--- src/rtl/fifo_arb_pkg.sv ---
// Shared types and helpers for the FiFo write-port arbiter.
package fifo_arb_pkg;

  typedef enum logic {
    IDLE  = 1'b0,
    BURST = 1'b1
  } arb_state_e;

  // Ceiling log2, never less than 1 so single-entry ranges still get a bit.
  function automatic int unsigned clog2(input int unsigned n);
    int unsigned r;
    r = 0;
    for (int unsigned i = 0; i < 32; i++) begin
      if ((64'(1) << i) < 64'(n)) r = i + 1;
    end
    return (r == 0) ? 1 : r;
  endfunction

  function automatic int unsigned fifo_depth(input int unsigned addr_width);
    return 32'(1) << addr_width;
  endfunction

endpackage

--- src/rtl/fifo_wr_arbiter_rr_picker.sv ---
// Rotating-priority search: first set req bit at or after start, wrapping.
module rr_picker
  import fifo_arb_pkg::*;
#(
  parameter  int unsigned N  = 4,
  localparam int unsigned IW = clog2(N)
) (
  input  logic [N-1:0]  req,
  input  logic [IW-1:0] start,
  output logic [N-1:0]  grant_onehot,
  output logic          grant_valid
);

  always_comb begin
    int unsigned idx;
    idx          = 0;
    grant_onehot = '0;
    grant_valid  = 1'b0;
    for (int unsigned k = 0; k < N; k++) begin
      idx = (32'(start) + k) % N;
      if (!grant_valid && req[IW'(idx)]) begin
        grant_onehot[IW'(idx)] = 1'b1;
        grant_valid            = 1'b1;
      end
    end
  end

endmodule

--- src/rtl/fifo_wr_arbiter.sv ---
// Round-robin, burst-limited arbiter sharing one FiFo write port, with an
// occupancy credit counter that covers the registered write in flight.
module fifo_wr_arbiter
  import fifo_arb_pkg::*;
#(
  parameter int unsigned DATA_BUS_SIZE = 32,
  parameter int unsigned NUM_REQ       = 4,
  parameter int unsigned ADDR_WIDTH    = 3,
  parameter int unsigned MAX_BURST     = 4
) (
  input  logic                             clk,
  input  logic                             rst,
  input  logic [NUM_REQ-1:0]               req,
  input  logic [NUM_REQ*DATA_BUS_SIZE-1:0] wr_data,
  output logic [NUM_REQ-1:0]               ack,
  output logic                             fifo_wr,
  output logic [DATA_BUS_SIZE-1:0]         fifo_data,
  input  logic                             fifo_rd,
  input  logic                             fifo_empt,
  input  logic                             fifo_full,
  output logic [ADDR_WIDTH:0]              occupancy,
  output logic                             ovf_err
);

  localparam int unsigned DEPTH = fifo_depth(ADDR_WIDTH);
  localparam int unsigned OW    = clog2(NUM_REQ);
  localparam int unsigned BW    = clog2(MAX_BURST + 1);
  localparam int unsigned CW    = ADDR_WIDTH + 1;

  arb_state_e               state, state_n;
  logic [OW-1:0]            owner, owner_n, start_c, win_idx;
  logic [BW-1:0]            burst_cnt, burst_n;
  logic [NUM_REQ-1:0]       pick_oh, win_oh;
  logic                     pick_valid, space, cont, grant, dec;
  logic [DATA_BUS_SIZE-1:0] win_data, data_n;
  logic [CW-1:0]            occ_n;
  logic                     wr_n, ovf_n;

  assign start_c = (owner == OW'(NUM_REQ - 1)) ? '0 : owner + 1'b1;

  rr_picker #(.N(NUM_REQ)) u_picker (
    .req          (req),
    .start        (start_c),
    .grant_onehot (pick_oh),
    .grant_valid  (pick_valid)
  );

  // Space comes from the registered count only: a same-cycle read frees a slot next cycle.
  assign space = (occupancy < CW'(DEPTH));
  assign cont  = (state == BURST) && req[owner] && (burst_cnt < BW'(MAX_BURST));
  assign grant = !rst && space && pick_valid;
  assign win_oh = cont ? (NUM_REQ'(1) << owner) : pick_oh;
  assign dec   = fifo_rd && !fifo_empt && (occupancy != '0);

  // One-hot winner to index and data mux.
  always_comb begin
    win_idx  = '0;
    win_data = '0;
    for (int unsigned i = 0; i < NUM_REQ; i++) begin
      if (win_oh[i]) begin
        win_idx  = win_idx | OW'(i);
        win_data = win_data | wr_data[i*DATA_BUS_SIZE +: DATA_BUS_SIZE];
      end
    end
  end

  always_comb begin
    state_n = state;
    owner_n = owner;
    burst_n = burst_cnt;
    ack     = '0;
    wr_n    = 1'b0;
    data_n  = fifo_data;
    occ_n   = occupancy;
    ovf_n   = ovf_err | (fifo_wr & fifo_full & ~fifo_rd);

    if (grant) begin
      ack     = win_oh;
      wr_n    = 1'b1;
      data_n  = win_data;
      state_n = BURST;
      if (cont) begin
        burst_n = burst_cnt + 1'b1;
      end else begin
        owner_n = win_idx;
        burst_n = BW'(1);
      end
    end else if (req == '0) begin
      state_n = IDLE;
      burst_n = '0;
    end

    if (grant && !dec) begin
      occ_n = occupancy + 1'b1;
    end else if (!grant && dec) begin
      occ_n = occupancy - 1'b1;
    end
  end

  always_ff @(posedge clk) begin
    if (rst) begin
      state     <= IDLE;
      owner     <= OW'(NUM_REQ - 1);
      burst_cnt <= '0;
      fifo_wr   <= 1'b0;
      fifo_data <= '0;
      occupancy <= '0;
      ovf_err   <= 1'b0;
    end else begin
      state     <= state_n;
      owner     <= owner_n;
      burst_cnt <= burst_n;
      fifo_wr   <= wr_n;
      fifo_data <= data_n;
      occupancy <= occ_n;
      ovf_err   <= ovf_n;
    end
  end

endmodule

--- config.mk ---
export PLATFORM = sky130hd
export DESIGN_NAME = fifo_wr_arbiter
export DESIGN_NICKNAME = d
export VERILOG_FILES = /design/src/rtl/fifo_arb_pkg.sv /design/src/rtl/fifo_wr_arbiter_rr_picker.sv /design/src/rtl/fifo_wr_arbiter.sv
export SDC_FILE = /design/constraint.sdc
export NUM_CORES = 1
export LEC_CHECK = 0
export ABC_AREA = 1
export CORE_ASPECT_RATIO = 1.5
export CORE_MARGIN = 2
export CORE_UTILIZATION = 42
export DETAILED_ROUTE_END_ITERATION = 10
export MAX_ROUTING_LAYER = met4
export PLACE_DENSITY = 0.94
export SLEW_MARGIN = 20
export SYNTH_ARGS = -nofsm -noshare
export SYNTH_HDL_FRONTEND = slang
export SYNTH_SLANG_ARGS = --single-unit
--- constraint.sdc ---
create_clock -name clk -period 6.05 [get_ports clk]
set_input_delay 1.21 -clock clk [delete_from_list [all_inputs] [get_ports clk]]
set_output_delay 1.21 -clock clk [all_outputs]
set_load 0.005 [all_outputs]
==> results of run 1 <==
tightest hold or removal path: cells and delay by family (launching register included):
kind / cells / cell delay (ns)
DFF: 1 / 0.33
AOI/OAI and AO/OA: 1 / 0.05
and+or+nand+nor: 1 / 0.07
stage by stage:
stage / instances / total power, mW / hold slack [ns]
2_1_floorplan: 516 / 1.99 / 0.439
3_3_place_gp: 771 / 2.50 / 0.452
3_5_place_dp: 771 / 2.58 / 0.469
4_1_cts: 779 / 2.89 / 0.485
5_1_grt: 779 / 3.16 / 0.503
6_report: 779 / 2.89 / 0.476
layout make-up:
class                      instances  share of cell area (%)
clock buffer                       6                    2.53
clock inverter                     2                   0.686
inverter                          25                    1.84
sequential                        44                    17.3
tap                              102                    2.50
timing repair buffer             180                    35.2
multi-input combinational        420                    40.0
where the power goes:
group | switching [mW] | internal (mW)
Combinational | 1.24 | 0.807
Clock | 0.108 | 0.194
Sequential | 0.101 | 0.437
synthesized netlist by cell type (2+ instances only):
library cell	number	area (um2)
nand2_1	168	631
nand3_1	83	415
nor2_1	76	285
dfxtp_1	44	881
a21oi_1	31	155
inv_1	21	78.8
ha_1	11	138
o21ai_0	11	55.1
a21oi_2	10	87.6
buf_6	8	90.1
buf_2	7	35.0
clkbuf_1	7	26.3
nand2_2	7	43.8
nand3_2	5	50.1
inv_2	4	15.0
buf_4	3	22.5
nand2_4	3	33.8
buf_1	2	7.51
nand4_2	2	25.0
nor2_2	2	12.5
sequential cells by signal (all words and copies together), names as in the netlist:
name / cells
ovf_err: 1
fifo_wr: 1
fifo_data: 32
state: 1
owner: 2
occupancy: 4
burst_cnt: 3
worst min-delay path by stage:
| stage | startpoint | end | slack [ns] | depth (start not counted) |
|---|---|---|---|---|
| 4_1_cts | burst_cnt[2]$_SDFFE_PP0P_ | burst_cnt[2]$_SDFFE_PP0P_ | 0.49 | 2 |
| 3_5_place_dp | ovf_err$_SDFF_PP0_ | ovf_err$_SDFF_PP0_ | 0.47 | 2 |
| 2_1_floorplan | burst_cnt[2]$_SDFFE_PP0P_ | burst_cnt[2]$_SDFFE_PP0P_ | 0.44 | 2 |
| 6_report | ovf_err$_SDFF_PP0_ | ovf_err$_SDFF_PP0_ | 0.48 | 2 |
| 3_3_place_gp | burst_cnt[2]$_SDFFE_PP0P_ | burst_cnt[2]$_SDFFE_PP0P_ | 0.45 | 2 |
| 5_1_grt | burst_cnt[1]$_SDFFE_PP0P_ | burst_cnt[1]$_SDFFE_PP0P_ | 0.50 | 2 |
routing by layer:
layer	vias up	part of all wire, %	routed length (um)
met5	-	0	0
li1	1987	-	-
met2	194	52	6070
met3	44	7.3	847
met4	0	4.0	463
met1	1801	36	4190
cells in the final DEF (no fill, tap or decap), types with 2 or more instances in the layout:
cell type,netlist,layout
a21oi_1,31,31
nand3_2,5,5
nor2_1,76,76
o21ai_0,11,11
nand4_2,2,2
buf_4,3,2
nand3_1,83,83
inv_1,21,21
clkdlybuf4s50_1,0,178
nand2_1,168,168
dfxtp_1,44,44
inv_2,4,4
nand2_2,7,7
ha_1,11,11
a21oi_2,10,10
nor2_2,2,2
clkbuf_16,0,5
nand2_4,3,3
cells by family after synthesis:
group	count (synthesis)	share of synthesized area [%]
adders and majority gates	12	4.93
xor gates and xnor gates	1	0.274
buffers and inverters	52	8.61
and+or+nand+nor	352	48.6
AOI/OAI and AO/OA	55	10.0
DFF	44	27.6
==> impl_metrics.env, run 1 <==
export IMPL_cp_max_fo=33
export IMPL_slew_viol_final=0
export IMPL_arrival_ns=3.72
export IMPL_endpoint="ack[0]"
export IMPL_fin_setup_tns_ns=0
export IMPL_grt_usage_pct=28.3
export IMPL_drt_iter0_markers=211
export IMPL_initial_core_util_pct=42.5
export IMPL_post_cts_setup_buffer_count=0
export IMPL_seqCellArea_um2=881
export IMPL_gr_usage_met2_pct=51.3
export IMPL_setup_viol=0
export IMPL_path_clk_slew_ns=0.06
export IMPL_ys_warn_count=0
export IMPL_finClkSkew_ns=0.00433
export IMPL_drt_total_wl_um=11600
export IMPL_dieWidth_um=75.2
export IMPL_port_buffers=178
export IMPL_worstRegToRegCells=20
export IMPL_cp_top_family="simple AND/OR/NAND/NOR gates"
export IMPL_slew_limit_headroom_pct=43.1
export IMPL_hold_violations=0
export IMPL_fill_cells=665
export IMPL_cts_resized=0
export IMPL_synthFlopType="dfxtp_1"
export IMPL_antenna_found_initial=0
export IMPL_crit_top_cell="nand2_1"
export IMPL_max_stage_delay_ns=0.60
export IMPL_cp_start_kind="input pin"
export IMPL_grtUsageMet3_pct=4.18
export IMPL_fin_util_pct=67.9
export IMPL_ys_seq_area_share_pct=27.6
export IMPL_drc=0
export IMPL_placed_area_mm2=0.00494
export IMPL_setup_ws_ns=1.12
export IMPL_syn_num_nets=665
export IMPL_tightest_slew_ns=0.845
export IMPL_hold_path_class="flip-flop to flip-flop"
export IMPL_startpoint="req[3]"
export IMPL_grt_max_degree=69
export IMPL_holdBufCountCts=0
export IMPL_area_growth_pct=59.6
export IMPL_use_met1_pct=29.0
export IMPL_wl_per_cell_um=14.9
export IMPL_drtAntennaViolNets=0
export IMPL_multiInputGateArea_mm2=0.00204
export IMPL_syn_inst=516
export IMPL_critPathKind="input pin to output port"
export IMPL_clock_latency_ns=0.28
export IMPL_n_antenna_cell=0
export IMPL_row_count=39
export IMPL_grt_pass1_wl_um=18100
export IMPL_fin_crit_sh_pct=81.5
export IMPL_synth_seq_cells=44
export IMPL_dr_pass1_iters=7
export IMPL_ios=179
export IMPL_cts_sinks=44
export IMPL_die_h_um=111
export IMPL_status="finished, final reports clean"
export IMPL_dp_slack_ns=1.20
export IMPL_p_leak_nw=2.19
export IMPL_vias=4026
export IMPL_dp_hpwl_um=8570
export IMPL_core_mm2=0.00751
export IMPL_period_minus_slack_ns=4.93
export IMPL_path_cells="clkdlybuf4s50_1 > nand2_1 > nand3_1 > nand2_1 > nand2_1 > nor2_1 > nor2_1 > nand3_2 > nand2_1 > nor2_1 > clkdlybuf4s50_1"
export IMPL_gp_congestion=1.07
export IMPL_synth_edf_count=0
export IMPL_numCtsBuffers=5
export IMPL_end_kind="output port"
export IMPL_cts_tree="done"
export IMPL_drv_cap=0
export IMPL_async_reset_ff_share_pct=0
export IMPL_ys_types=31
export IMPL_rsz0062_at_grt="false"
export IMPL_grt_overflow=0
export IMPL_cts_htree_levels=2
export IMPL_required_ns=4.84
export IMPL_peakVddDrop_mv=0.640
export IMPL_drive_gt1_share_pct=6.65
export IMPL_fmax_mhz=203
export IMPL_r2r_end="occupancy[3]$_SDFFE_PP0P_"
export IMPL_slowest_stage="nand3_2"
export IMPL_grt_pass1_vias=3897
export IMPL_clk_path_buf_depth=2
export IMPL_vias_per_cell=5.17
export IMPL_power_density_mw_per_mm2=566
export IMPL_worst_path_stages=11
export IMPL_worst_path_buf_inv=2
export IMPL_regToRegStartpoint="owner[0]$_SDFFE_PP1P_"
export IMPL_fp_dieArea_mm2=0.00834
export IMPL_syn_area_mm2=0.00320
export IMPL_stdcell_area_mm2=0.00510
export IMPL_top_usage_layer="met2"
export IMPL_cts_root_buf="clkbuf_16"
export IMPL_r2r_slack_ns=2.55
export IMPL_nNetsFinal=825
export IMPL_syn_area_per_cell_um2=6.20
Note: power is estimated with default switching activity, not from simulation.
==> inputs of run 2 (changes only) <==
--- a/config.mk
+++ b/config.mk
@@ -8,10 +8,10 @@
 export ABC_AREA = 1
 export CORE_ASPECT_RATIO = 1.5
 export CORE_MARGIN = 2
-export CORE_UTILIZATION = 42
+export CORE_UTILIZATION = 39
 export DETAILED_ROUTE_END_ITERATION = 10
 export MAX_ROUTING_LAYER = met4
-export PLACE_DENSITY = 0.94
+export PLACE_DENSITY = 0.88
 export SLEW_MARGIN = 20
 export SYNTH_ARGS = -nofsm -noshare
 export SYNTH_HDL_FRONTEND = slang
==> constraint.sdc (replaced) <==
create_clock -name clk -period 5.15 [get_ports clk]
set_input_delay 1.03 -clock clk [delete_from_list [all_inputs] [get_ports clk]]
set_output_delay 1.03 -clock clk [all_outputs]
set_load 0.005 [all_outputs]
==> run 2 against run 1 <==
Compared with the run above:
- sequential power rose by 18%
- sequential share of layout area barely moved
- critical path depth fell by 3
- clock skew rose by 0.0022 ns
- utilization fell by 4.2 points
- die area rose by 7.3%
- hold slack got worse by 0.0019 ns
- combinational power rose by 19%
- count of clock-buffer cells in the layout did not move
- cell area barely moved
- critical endpoint unchanged
- highest routed layer unchanged
==> impl_metrics.env, run 2 (same netlist as run 1, synthesis figures left out) <==
export IMPL_status="finished, final reports clean"
export IMPL_grt_pass1_wl_um=18400
export IMPL_path_cells="clkdlybuf4s50_1 > nand2_1 > nand3_1 > nand4_2 > or2_2 > nand2_1 > nor2_1 > clkdlybuf4s50_1"
export IMPL_dp_hpwl_um=8650
export IMPL_port_buffers=178
export IMPL_die_h_um=115
export IMPL_area_growth_pct=59.5
export IMPL_peakVddDrop_mv=0.956
export IMPL_layout_commonest_cell="clkdlybuf4s50_1"
export IMPL_cp_top_family="simple AND/OR/NAND/NOR gates"
export IMPL_nNetsFinal=826
export IMPL_fp_dieArea_mm2=0.00895
export IMPL_critPathKind="input pin to output port"
export IMPL_row_count=40
export IMPL_grt_pass1_vias=3785
export IMPL_power_density_mw_per_mm2=665
export IMPL_arrival_ns=3.24
export IMPL_cp_max_fo=33
export IMPL_hold_violations=0
export IMPL_slowest_stage="or2_2"
export IMPL_initial_core_util_pct=39.9
export IMPL_drtAntennaViolNets=0
export IMPL_hold_path_class="flip-flop to flip-flop"
export IMPL_hold_ws_ns=0.474
export IMPL_top_regs="fifo_data (32), occupancy (4), burst_cnt (3)"
export IMPL_grt_max_degree=69
export IMPL_n_antenna_cell=0
export IMPL_gp_congestion=1.09
export IMPL_fill_cells=732
export IMPL_rsz0062_at_grt="false"
export IMPL_slew_limit_headroom_pct=46.6
export IMPL_grt_overflow=0
export IMPL_vias_per_cell=5.15
export IMPL_clock_latency_ns=0.28
export IMPL_p_leak_nw=2.19
export IMPL_cp_start_kind="input pin"
export IMPL_fin_setup_tns_ns=0
export IMPL_drv_cap=0
export IMPL_setup_viol=0
export IMPL_clk_path_buf_depth=2
export IMPL_cts_tree="done"
export IMPL_cts_sinks=44
export IMPL_cts_htree_levels=2
export IMPL_ios=179
export IMPL_max_stage_delay_ns=0.60
export IMPL_worst_path_buf_inv=2
export IMPL_dieWidth_um=77.9
export IMPL_dr_pass1_iters=5
export IMPL_total_power_mw=3.39
export IMPL_post_cts_setup_buffer_count=0
export IMPL_vias=4033
export IMPL_core_mm2=0.00801
export IMPL_numCtsBuffers=5
export IMPL_slew_viol_final=0
export IMPL_end_kind="output port"
export IMPL_grt_usage_pct=26.4
export IMPL_largest_reg_flops=32
export IMPL_fmax_mhz=234
export IMPL_drive_gt1_share_pct=6.93
export IMPL_cts_root_buf="clkbuf_16"
export IMPL_period_minus_slack_ns=4.27
export IMPL_final_cell_mix="clkdlybuf4s50_1 (178), nand2_1 (168), nand3_1 (83), nor2_1 (76), dfxtp_1 (44)"
export IMPL_fin_crit_sh_pct=82.9
export IMPL_drc=0
export IMPL_finClkSkew_ns=0.00650
export IMPL_drt_total_wl_um=11800
export IMPL_top_register="fifo_data"
export IMPL_tightest_slew_ns=0.794
export IMPL_holdBufCountCts=0
export IMPL_antenna_found_initial=0
export IMPL_cts_resized=0
export IMPL_wl_per_cell_um=15.0
export IMPL_path_clk_slew_ns=0.06
export IMPL_drt_iter0_markers=287
export IMPL_required_ns=4.12
run 2: changes by cell type in the layout (fill, tap and decap cells not counted), sizes merged:
cell    change
buf         +1
bufinv      -1
clkinv      +1
run 2: report_power, final:
group          internal, mW  leakage, nW  switching, mW
logic                 0.959         1.75           1.48
registers             0.513        0.369          0.120
clock network         0.191       0.0766          0.130
total                  1.66         2.19           1.73
run 2: per-stage QoR:
stage	worst slack [ns]	instances	utilization [%]	area, um2
final	0.883	783	63.7	5100
after global routing	0.747	783	63.7	5100
after CTS	0.915	783	63.7	5100
after detailed placement	0.913	775	61.8	4950
after global placement	0.982	775	61.8	4950
after floorplan	1.87	516	-	3200
run 2: per-layer routing:
| layer | global-route usage [%] | routed length (um) | vias to the layer above |
|---|---|---|---|
| met5 | - | 0 | - |
| met4 | 12.5 | 325 | 0 |
| met3 | 5.34 | 664 | 24 |
| met2 | 48.2 | 6330 | 171 |
| met1 | 26.9 | 4450 | 1844 |
| li1 | - | - | 1994 |
run 2: area by class of cell:
type	instances	area [um2]	share of cell area (%)
Multi-Input combinational cell	420	2040	40.0
Timing Repair Buffer	181	1800	35.4
Sequential cell	44	881	17.3
Clock buffer	6	139	2.72
Tap cell	105	131	2.58
Inverter	25	93.8	1.84
Clock inverter	2	10.0	0.196
run 2: worst paths after layout:
| check | startpoint | endpoint | slack [ns] | depth (start not counted) |
|---|---|---|---|---|
| max | req[1] | ack[0] | 0.88 | 8 |
| min | burst_cnt[1]$_SDFFE_PP0P_ | burst_cnt[1]$_SDFFE_PP0P_ | 0.47 | 2 |
| max reg2reg | owner[0]$_SDFFE_PP1P_ | occupancy[3]$_SDFFE_PP0P_ | 1.60 | 20 |
| min reg2reg | burst_cnt[1]$_SDFFE_PP0P_ | burst_cnt[1]$_SDFFE_PP0P_ | 0.47 | 2 |
run 2: worst register-to-register path, stage by stage, from the launching register on:
cell,delay (ns)
dfxtp_1,0.52
ha_1,0.42
inv_2,0.09
nand2_2,0.13
nand2_1,0.11
nand3_2,0.09
nand2_4,0.09
nor2_8,0.16
nand4_2,0.10
nand3_2,0.19
inv_2,0.06
ha_1,0.21
inv_1,0.12
ha_1,0.28
nand2_1,0.08
nor2_1,0.04
a211oi_1,0.22
o21ai_0,0.12
a21oi_1,0.19
o21ai_0,0.12
a21oi_1,0.15
==> inputs of run 3 (changes only) <==
--- a/config.mk
+++ b/config.mk
@@ -8,10 +8,10 @@
 export ABC_AREA = 1
 export CORE_ASPECT_RATIO = 1.5
 export CORE_MARGIN = 2
-export CORE_UTILIZATION = 39
+export CORE_UTILIZATION = 35
 export DETAILED_ROUTE_END_ITERATION = 10
 export MAX_ROUTING_LAYER = met4
-export PLACE_DENSITY = 0.88
+export PLACE_DENSITY = 0.84
 export SLEW_MARGIN = 20
 export SYNTH_ARGS = -nofsm -noshare
 export SYNTH_HDL_FRONTEND = slang
==> constraint.sdc (replaced) <==
create_clock -name clk -period 3.45 [get_ports clk]
set_input_delay 0.69 -clock clk [delete_from_list [all_inputs] [get_ports clk]]
set_output_delay 0.69 -clock clk [all_outputs]
set_load 0.005 [all_outputs]
==> run 3 against run 2 <==
Compared with the run above:
- hold slack improved by 0.00071 ns
- cell area rose by 1.8%
- total power rose by 54%
- count of clock-buffer cells in the layout did not move
- flip-flop and latch count did not move
- final cell count rose by 0.89%
- combinational power rose by 52%
- clock power rose by 73%
- global-route usage fell by 3.6 points
- first-iteration DRC count fell by 33%
- non-clock buffer count rose by 2
- critical path type is now flip-flop to output port
- largest cell class unchanged
==> impl_metrics.env, run 3 (same netlist as run 1, synthesis figures left out) <==
export IMPL_grt_overflow=0
export IMPL_slew_viol_final=0
export IMPL_cp_start_kind="flip-flop"
export IMPL_grt_usage_pct=22.9
export IMPL_startpoint="owner[1]$_SDFFE_PP1P_"
export IMPL_drtAntennaViolNets=0
export IMPL_hold_violations=0
export IMPL_post_cts_setup_buffer_count=0
export IMPL_clk_path_buf_depth=2
export IMPL_worst_path_stages=12
export IMPL_route_met2_wl_um=6310
export IMPL_cts_htree_levels=2
export IMPL_slew_limit_headroom_pct=48.2
export IMPL_fmax_mhz=308
export IMPL_fp_dieArea_mm2=0.00993
export IMPL_drt_total_wl_um=11600
export IMPL_grt_max_degree=69
export IMPL_drt_iter0_markers=193
export IMPL_numCtsBuffers=5
export IMPL_cp_top_family="simple AND/OR/NAND/NOR gates"
export IMPL_p_leak_nw=2.25
export IMPL_highest_layer="met4"
export IMPL_r2r_end="occupancy[3]$_SDFFE_PP0P_"
export IMPL_fin_crit_sh_pct=94.1
export IMPL_period_minus_slack_ns=3.25
export IMPL_vias=4034
export IMPL_path_clk_slew_ns=0.06
export IMPL_regToRegStartpoint="owner[1]$_SDFFE_PP1P_"
export IMPL_cts_root_buf="clkbuf_16"
export IMPL_dieWidth_um=82.0
export IMPL_worst_path_buf_inv=3
export IMPL_nNetsFinal=828
export IMPL_grt_pass1_vias=3771
export IMPL_ios=179
export IMPL_required_ns=2.76
export IMPL_slowest_stage="clkdlybuf4s50_1"
export IMPL_fin_util_pct=58.8
export IMPL_met3WireLength_um=697
export IMPL_top_regs="fifo_data (32), occupancy (4), burst_cnt (3)"
export IMPL_met1_length_um=4320
export IMPL_power_density_mw_per_mm2=1010
export IMPL_drive_gt1_share_pct=8.09
export IMPL_finClkSkew_ns=0.00224
export IMPL_peakVddDrop_mv=1.41
export IMPL_core_mm2=0.00883
export IMPL_die_h_um=121
export IMPL_critPathKind="flip-flop to output port"
export IMPL_vias_per_cell=5.11
export IMPL_initial_core_util_pct=36.2
export IMPL_top_register="fifo_data"
export IMPL_n_antenna_cell=0
export IMPL_clock_latency_ns=0.28
export IMPL_grt_pass1_wl_um=17500
export IMPL_dp_hpwl_um=8630
export IMPL_largest_reg_flops=32
export IMPL_dp_slack_ns=-0.0530
export IMPL_port_buffers=178
export IMPL_cp_max_fo=7
export IMPL_wl_per_cell_um=14.7
export IMPL_setup_viol=0
export IMPL_arrival_ns=2.56
export IMPL_cts_tree="done"
export IMPL_antenna_found_initial=0
export IMPL_dr_pass1_iters=4
export IMPL_end_kind="output port"
export IMPL_cts_sinks=44
export IMPL_gp_congestion=1.09
export IMPL_drc=0
export IMPL_final_cell_mix="clkdlybuf4s50_1 (174), nand2_1 (168), nand3_1 (83), nor2_1 (76), dfxtp_1 (42)"
export IMPL_drv_cap=0
export IMPL_area_growth_pct=62.5
export IMPL_endpoint="ack[2]"
export IMPL_status="finished, final reports clean"
export IMPL_worstRegToRegCells=20
export IMPL_hold_path_class="flip-flop to flip-flop"
export IMPL_layout_commonest_cell="clkdlybuf4s50_1"
export IMPL_setup_ws_ns=0.203
export IMPL_tightest_slew_ns=0.770
export IMPL_path_cells="inv_1 > ha_1 > nor2_1 > inv_1 > nand3_2 > nand2_4 > nor2_8 > nand3_2 > nand2_2 > nand2_2 > a21oi_2 > clkdlybuf4s50_1"
export IMPL_max_stage_delay_ns=0.52
export IMPL_r2r_slack_ns=0.30
export IMPL_row_count=42
## run 3: changes by cell type in the layout (fill, tap and decap cells not counted), sizes merged
cell | before | now
buf | 3 | 5
bufinv | 0 | 1
clkdlybuf4s50 | 178 | 174
clkinv | 2 | 1
dlymetal6s2s | 0 | 4
## run 3: worst min-delay path by stage
| stage | from | end | slack [ns] | cells past startpoint |
|---|---|---|---|---|
| floorplan | burst_cnt[2]$_SDFFE_PP0P_ | burst_cnt[2]$_SDFFE_PP0P_ | 0.44 | 2 |
| global placement | ovf_err$_SDFF_PP0_ | ovf_err$_SDFF_PP0_ | 0.45 | 2 |
| detailed placement | burst_cnt[1]$_SDFFE_PP0P_ | burst_cnt[1]$_SDFFE_PP0P_ | 0.47 | 2 |
| CTS | burst_cnt[1]$_SDFFE_PP0P_ | burst_cnt[1]$_SDFFE_PP0P_ | 0.48 | 2 |
| global route | burst_cnt[1]$_SDFFE_PP0P_ | burst_cnt[1]$_SDFFE_PP0P_ | 0.52 | 2 |
| finish | burst_cnt[1]$_SDFFE_PP0P_ | burst_cnt[1]$_SDFFE_PP0P_ | 0.47 | 2 |
## run 3: metal layers
layer | vias up | track usage (%)
li1 | 1992 | -
met3 | 26 | 2.75
met4 | 0 | 7.40
met2 | 170 | 43.2
met1 | 1846 | 23.8
met5 | - | -
## run 3: area by class of cell
class                   instances  area (um2)
clock buffers                   6         139
clock inverters                 2        38.8
fillers                       816        3630
inverters                      25        93.8
multi-input cells             420        2070
flip-flops and latches         44         886
well taps                     110         138
repair buffers                183        1830
## run 3: where the power goes
part | leakage, nW | switching (mW) | total [mW] | internal (mW)
logic | 1.79 | 2.24 | 3.72 | 1.48
clock network | 0.0871 | 0.193 | 0.556 | 0.362
registers | 0.369 | 0.176 | 0.947 | 0.771
total | 2.25 | 2.61 | 5.22 | 2.61
## run 3: metrics by stage
stage	total power, mW	setup TNS, ns	hold slack (ns)	area, um2	instances
floorplan	3.48	0	0.439	3200	516
global placement	4.50	0	0.449	4970	782
detailed placement	4.62	-0.0530	0.467	4970	782
CTS	5.19	0	0.475	5150	790
global route	5.68	-0.00890	0.519	5190	790
finish	5.22	0	0.475	5190	790
## run 3: worst reg2reg max path, cell delays in order (launching register included)
cell,delay [ns]
dfxtp_2,0.40
inv_1,0.15
ha_1,0.25
nor2_1,0.16
inv_1,0.07
nand3_2,0.09
nand2_4,0.09
nor2_8,0.13
nand4_2,0.09
nand3_2,0.10
inv_2,0.05
ha_1,0.22
inv_1,0.12
ha_1,0.28
nand2_1,0.08
nor2_1,0.04
a211oi_1,0.23
o21ai_0,0.11
a21oi_1,0.17
o21ai_0,0.11
a21oi_1,0.15
## run 3: what timing repair did
action	in CTS	in global routing
hold buffers	0	0
endpoints found under the setup margin	4	5
hold endpoints to repair	0	0
pin swaps	0	1
resized for setup	2	10
